[config.mk]
export PLATFORM = sky130hd
export DESIGN_NAME = fdivsqrt_cyclectl
export DESIGN_NICKNAME = d
export VERILOG_FILES = /design/src/rtl/fdivsqrt_pkg.sv /design/src/rtl/fdivsqrt_cyclecalc.sv /design/src/rtl/fdivsqrt_cyclectl.sv
export SDC_FILE = /design/constraint.sdc
export NUM_CORES = 1
export LEC_CHECK = 0
export CAP_MARGIN = 20
export CORE_MARGIN = 2
export CORE_UTILIZATION = 45
export DETAILED_ROUTE_END_ITERATION = 10
export PLACE_DENSITY_LB_ADDON = 0.12
export SETUP_SLACK_MARGIN = 0.1
export SKIP_CTS_REPAIR_TIMING = 1
export SYNTH_ARGS = -nofsm -noshare
export SYNTH_HDL_FRONTEND = slang
export SYNTH_SLANG_ARGS = --single-unit
[constraint.sdc]
create_clock -name clk -period 2.49 [get_ports clk]
set_input_delay 0.249 -clock clk [delete_from_list [all_inputs] [get_ports clk]]
set_output_delay 0.249 -clock clk [all_outputs]
set_load 0.01 [all_outputs]
[src/rtl/fdivsqrt_pkg.sv]
// Shared types and sizing helpers for the divide/sqrt iteration controller.
// Covers the format and state encodings, the mantissa widths and the counter sizing.
package fdivsqrt_pkg;

   typedef enum logic [1:0] {
      FMT_S = 2'b00,
      FMT_D = 2'b01,
      FMT_H = 2'b10,
      FMT_Q = 2'b11
   } fmt_e;

   typedef enum logic [1:0] {
      IDLE = 2'b00,
      BUSY = 2'b01,
      DONE = 2'b10
   } state_e;

   localparam int NF_S = 23;
   localparam int NF_D = 52;
   localparam int NF_H = 10;
   localparam int NF_Q = 112;

   localparam int DEF_LOGR        = 1;
   localparam int DEF_DIVCOPIES   = 4;
   localparam int DEF_XLEN        = 64;
   localparam int DEF_IDIV_ON_FPU = 1;

   // Longest operation is either a Q divide or a full-width integer divide.
   function automatic int max_cycles(input int logr, input int rk, input int xlen, input int idiv_on_fpu);
      int q_bits;
      int i_bits;
      int q_cyc;
      int i_cyc;
      q_bits = NF_Q + 2 + logr;
      i_bits = (idiv_on_fpu != 0) ? (xlen + logr) : 0;
      q_cyc  = (q_bits - 1) / rk + 1;
      i_cyc  = (i_bits == 0) ? 0 : ((i_bits - 1) / rk + 1);
      return (q_cyc > i_cyc) ? q_cyc : i_cyc;
   endfunction

   function automatic int dur_len(input int logr, input int divcopies, input int xlen, input int idiv_on_fpu);
      return $clog2(max_cycles(logr, logr * divcopies, xlen, idiv_on_fpu) + 1);
   endfunction

   localparam int RK     = DEF_LOGR * DEF_DIVCOPIES;
   localparam int DURLEN = $clog2(max_cycles(DEF_LOGR, RK, DEF_XLEN, DEF_IDIV_ON_FPU) + 1);

endpackage

[src/rtl/fdivsqrt_cyclecalc.sv]
// Combinational translation of an operation's result width into iteration cycles.
module fdivsqrt_cyclecalc
   import fdivsqrt_pkg::*;
#(
   parameter int LOGR        = 1,
   parameter int DIVCOPIES   = 4,
   parameter int XLEN        = 64,
   parameter int IDIV_ON_FPU = 1,
   parameter int IRB_W       = $clog2(XLEN + LOGR + 1),
   parameter int CYC_W       = DURLEN
) (
   input  logic [1:0]       FmtE,
   input  logic             SqrtE,
   input  logic             IntDivE,
   input  logic [IRB_W-1:0] IntResultBitsE,
   output logic [CYC_W-1:0] Cycles
);

   localparam int CW = CYC_W + 8;
   localparam logic [CW-1:0] RK_W   = CW'(LOGR * DIVCOPIES);
   localparam logic [CW-1:0] LOGR_W = CW'(LOGR);
   localparam logic [CW-1:0] ONE_W  = CW'(1);
   localparam logic [CW-1:0] TWO_W  = CW'(2);

   logic [CW-1:0] nf_s;
   logic [CW-1:0] bits_s;
   logic          int_op_s;

   // Result bits per operation, then ceil(bits / RK) iteration cycles.
   always_comb begin
      nf_s     = CW'(NF_D);
      int_op_s = IntDivE && (IDIV_ON_FPU != 0);
      case (fmt_e'(FmtE))
         FMT_S:   nf_s = CW'(NF_S);
         FMT_D:   nf_s = CW'(NF_D);
         FMT_H:   nf_s = CW'(NF_H);
         FMT_Q:   nf_s = CW'(NF_Q);
         default: nf_s = CW'(NF_D);
      endcase
      // A square root has an implicit integer bit, so it needs no integer digit.
      if (int_op_s) begin
         bits_s = CW'(IntResultBitsE);
      end else if (SqrtE) begin
         bits_s = nf_s + TWO_W;
      end else begin
         bits_s = nf_s + TWO_W + LOGR_W;
      end
      if (bits_s == {CW{1'b0}}) begin
         Cycles = {CYC_W{1'b0}};
      end else begin
         Cycles = CYC_W'((bits_s - ONE_W) / RK_W + ONE_W);
      end
   end

endmodule

[src/rtl/fdivsqrt_cyclectl.sv]
// Iteration sequencer for the shared divide/sqrt datapath: accepts an operation,
// runs its iteration cycles under stall/flush and hands the result off via valid/ready.
module fdivsqrt_cyclectl
   import fdivsqrt_pkg::*;
#(
   parameter int LOGR        = 1,
   parameter int DIVCOPIES   = 4,
   parameter int XLEN        = 64,
   parameter int IDIV_ON_FPU = 1,
   localparam int IRB_W      = $clog2(XLEN + LOGR + 1),
   localparam int DUR_W      = dur_len(LOGR, DIVCOPIES, XLEN, IDIV_ON_FPU)
) (
   input  logic             clk,
   input  logic             reset,
   input  logic             StartValid,
   output logic             StartReady,
   input  logic [1:0]       FmtE,
   input  logic             SqrtE,
   input  logic             IntDivE,
   input  logic [IRB_W-1:0] IntResultBitsE,
   input  logic             SpecialCaseE,
   input  logic             StallE,
   input  logic             FlushE,
   output logic             IterEn,
   output logic             FirstIter,
   output logic [DUR_W-1:0] CyclesLeft,
   output logic             DoneValid,
   input  logic             DoneReady
);

   state_e           state_r;
   state_e           state_s;
   logic [DUR_W-1:0] cnt_r;
   logic [DUR_W-1:0] cnt_s;
   logic             first_r;
   logic             first_s;
   logic [DUR_W-1:0] cycles_s;

   fdivsqrt_cyclecalc #(
      .LOGR        (LOGR),
      .DIVCOPIES   (DIVCOPIES),
      .XLEN        (XLEN),
      .IDIV_ON_FPU (IDIV_ON_FPU),
      .IRB_W       (IRB_W),
      .CYC_W       (DUR_W)
   ) u_cyclecalc (
      .FmtE           (FmtE),
      .SqrtE          (SqrtE),
      .IntDivE        (IntDivE),
      .IntResultBitsE (IntResultBitsE),
      .Cycles         (cycles_s)
   );

   // State, remaining-iteration counter and pending-first-iteration flag.
   always_ff @(posedge clk or posedge reset) begin
      if (reset) begin
         state_r <= IDLE;
         cnt_r   <= '0;
         first_r <= 1'b0;
      end else begin
         state_r <= state_s;
         cnt_r   <= cnt_s;
         first_r <= first_s;
      end
   end

   // Next-state logic; flush overrides acceptance, completion and handoff.
   always_comb begin
      state_s = state_r;
      cnt_s   = cnt_r;
      first_s = first_r;
      if (FlushE) begin
         state_s = IDLE;
         cnt_s   = '0;
         first_s = 1'b0;
      end else begin
         case (state_r)
            IDLE: begin
               if (!StartValid) begin
                  state_s = IDLE;
               end else if (SpecialCaseE || (cycles_s == {DUR_W{1'b0}})) begin
                  state_s = DONE;
                  cnt_s   = '0;
               end else begin
                  state_s = BUSY;
                  cnt_s   = cycles_s;
                  first_s = 1'b1;
               end
            end
            BUSY: begin
               if (StallE) begin
                  state_s = BUSY;
               end else begin
                  first_s = 1'b0;
                  cnt_s   = cnt_r - DUR_W'(1);
                  state_s = (cnt_r == DUR_W'(1)) ? DONE : BUSY;
               end
            end
            DONE: begin
               state_s = DoneReady ? IDLE : DONE;
            end
            default: begin
               state_s = IDLE;
               cnt_s   = '0;
               first_s = 1'b0;
            end
         endcase
      end
   end

   assign StartReady = (state_r == IDLE);
   assign IterEn     = (state_r == BUSY) && !StallE;
   assign FirstIter  = IterEn && first_r;
   assign DoneValid  = (state_r == DONE);
   assign CyclesLeft = cnt_r;

endmodule

==> run metrics <==
Die ar.=2450 sq um; critical path peak fanout=4; Post-DRT Antenna Nets=0; worst hold slack=0.249 ns; iteration count of the initial detailed-routing pass=4; simple-gate portion of the synthesized area=0.253; post-route design area=1370 sq um; Top Usage Layer GRT=met2; Sinks on Clock Net=8; CTS max path bufs=2; Max-cap violations=0; Clock Root Buffer=clkbuf_4; Mean Syn Cell Area=around 7.8 sq um; Die W=49.5 um; Compound-Gate Fraction of Synth Area=0.227; critical path arrival=2.37 ns; Top-Level Pins=27; count of flip-flops with a built-in enable after synthesis=0; Setup Skew=0.00358 ns; flops & latches, synth=8; first-pass GRT wire length=3860 um; GRT Overall Usage=0.197; worst slew pin tran=approximately 0.59 ns; Leak Pwr=about 0.62 nW; CTS tree=done; setup TNS=0 ns; PnR worst setup slack=0.251 ns; core footprint=1960 sq um; mux share of post-synthesis cell area=0.0684; NumNets Final=185; f_max=447 MHz; largest net degree at the start of global routing=11; DRC Markers=0; fin. max-slew vios=0; YS warnings=0; Finish-stage setup viols=0; GR met1 Demand/Resource=0.269; vias in the first global route=887; Placer Congestion=0.825; register clock-pin slew on the reported worst setup and hold paths=around 0.060 ns; total wire length=2330 um; Netlist cell types=39; final hold vios=0; input/output buffers=26; clock buffer count from CTS=3; hpwl dp=1840 um; Inserted Diodes=0; outcome=complete, no violations; DP Area=roughly 1300 sq um; Crit. End Element=flip-flop; worst hold path type=in2async; share of cells above drive strength 1=0.217; sequential-to-total area share from yosys stat=0.214; post-DR vias/cell=5.20; Synth Area in Adders=0.107; remaining global-route overflow=0; Wirelength per Cell=12.7 um; clk_lat worst skew=between 0.2 and 0.3 ns; post-layout util=0.696; pwr dens=around 400 nW/um^2; xor and xnor area share after synthesis=0.0657; P&R area growth vs syn=46.2%; largest family of logic cells by synthesized area=simple AND/OR/NAND/NOR gates; # rows=16; Synth Instances=119; Main synth FF type=dfrtp_1; slew margin rel.=0.607; Worst Path Required=around 2.6 ns; Async S/R FF share, synth=1.00; startpoint types=primary input; antenna violations before repair=0; First DRT Iteration DRCs=18; Initial Utilization=0.476; htree depth=1; Tmin final=2.24 ns; GRT met2 Usage=0.311; mapped cell area=933 sq um; maximum vdd drop=0.000320 V; syn nets=145; post-place setup slack=-0.456 ns; Die Height=just under 50 um; period utilisation layout=0.899; vias after detailed routing=956; RSZ-0062 raised after global routing=false; M3 GR Usage=0.0606; critical path class=in2reg
## flip-flops by register name, indices dropped and copies added (netlist names)
register	cells
first_r	1
CyclesLeft	5
state_r	2
## critical path, cell delays in order
cell and delay [ns]:
clkbuf_2 0.10, inv_2 0.06, ha_1 0.19, and4bb_4 0.35, o21ai_4 0.08, xnor2_2 0.17
ha_2 0.22, nand3b_1 0.08, o31a_1 0.31, buf_4 0.14, mux2_2 0.25, nand3_1 0.10
a31oi_1 0.08
## power breakdown
group,switching [mW],total [mW],internal (mW)
Combinational,0.137,0.287,0.150
Clock,0.0461,0.101,0.0553
Sequential,0.0151,0.160,0.145
## cell usage after synthesis (2+ instances only)
master | instances | area, sq um
mux2_2 | 3 | 33.8
nor3_1 | 3 | 15.0
nor2_1 | 19 | 71.3
and2_1 | 2 | 12.5
a21boi_0 | 2 | 15.0
a21oi_1 | 8 | 40.0
ha_1 | 8 | 100
or3_1 | 2 | 12.5
o21ai_1 | 4 | 20.0
mux2i_1 | 3 | 30.0
nand2_1 | 7 | 26.3
inv_1 | 8 | 30.0
o21a_1 | 2 | 15.0
a211oi_1 | 3 | 22.5
dfrtp_1 | 8 | 200
o21ai_0 | 2 | 10.0
buf_6 | 2 | 22.5
xnor2_1 | 7 | 61.3
nand3_1 | 6 | 30.0
## path summary, 6_finish.rpt
kind / startpoint / end / slack, ns / cells past startpoint
worst min-delay path: reset / CyclesLeft[3]$_DFFE_PP0P_ / 0.25 / 2
worst min register to register: first_r$_DFFE_PP0P_ / first_r$_DFFE_PP0P_ / 0.55 / 2
worst max-delay path: FmtE[0] / CyclesLeft[4]$_DFFE_PP0P_ / 0.25 / 13
max in group asynchronous: reset / first_r$_DFFE_PP0P_ / 1.99 / 2
worst max register to register: state_r[1]$_DFF_PP0_ / first_r$_DFFE_PP0P_ / 0.85 / 6
min in group clk: first_r$_DFFE_PP0P_ / first_r$_DFFE_PP0P_ / 0.55 / 2
## layer usage
metal  vias to the layer above  part of all wire
met4                         0                 0
met1                       426              0.50
met2                        22              0.45
met5                         -                 0
met3                         0             0.048
li1                        508                 -
## cells in the final DEF (no fill, tap or decap), types with 2 or more instances in the layout
master / n
nand2_1: 7
clkbuf_2: 3
mux2i_1: 2
nand3_1: 6
or3_1: 2
ha_1: 6
nor2_1: 18
dlymetal6s2s_1: 4
inv_1: 6
o21ai_0: 2
a211oi_1: 3
dfrtp_1: 8
buf_4: 12
and2_1: 2
mux2_2: 3
a21boi_0: 2
nor3_1: 3
o21a_1: 2
a21oi_1: 8
o21ai_1: 4
inv_2: 2
xnor2_2: 2
xnor2_1: 5
clkbuf_4: 3
clkdlybuf4s50_1: 19
## cells by family after synthesis
group                      after synthesis
DFF                                      8
xor gates and xnor gates                 7
AOI/OAI and AO/OA                       32
adders and majority gates                8
buffers and inverters                   12
and+or+nand+nor                         46
muxes                                    6
## per-stage QoR
stage	total power, mW	cells
floorplan	0.318	119
finish	0.548	184
global placement	0.429	179
global route	0.592	184
detailed placement	0.433	179
CTS	0.538	182
## cell type report
type / instances / area, sq um
Fill cell: 177 / 597
Inverter: 8 / 30.0
Sequential cell: 8 / 200
Tap cell: 27 / 33.8
Clock buffer: 3 / 22.5
Timing Repair Buffer: 39 / 357
Multi-Input combinational cell: 99 / 722
No activity file was read; power rests on OpenSTA's default activity.
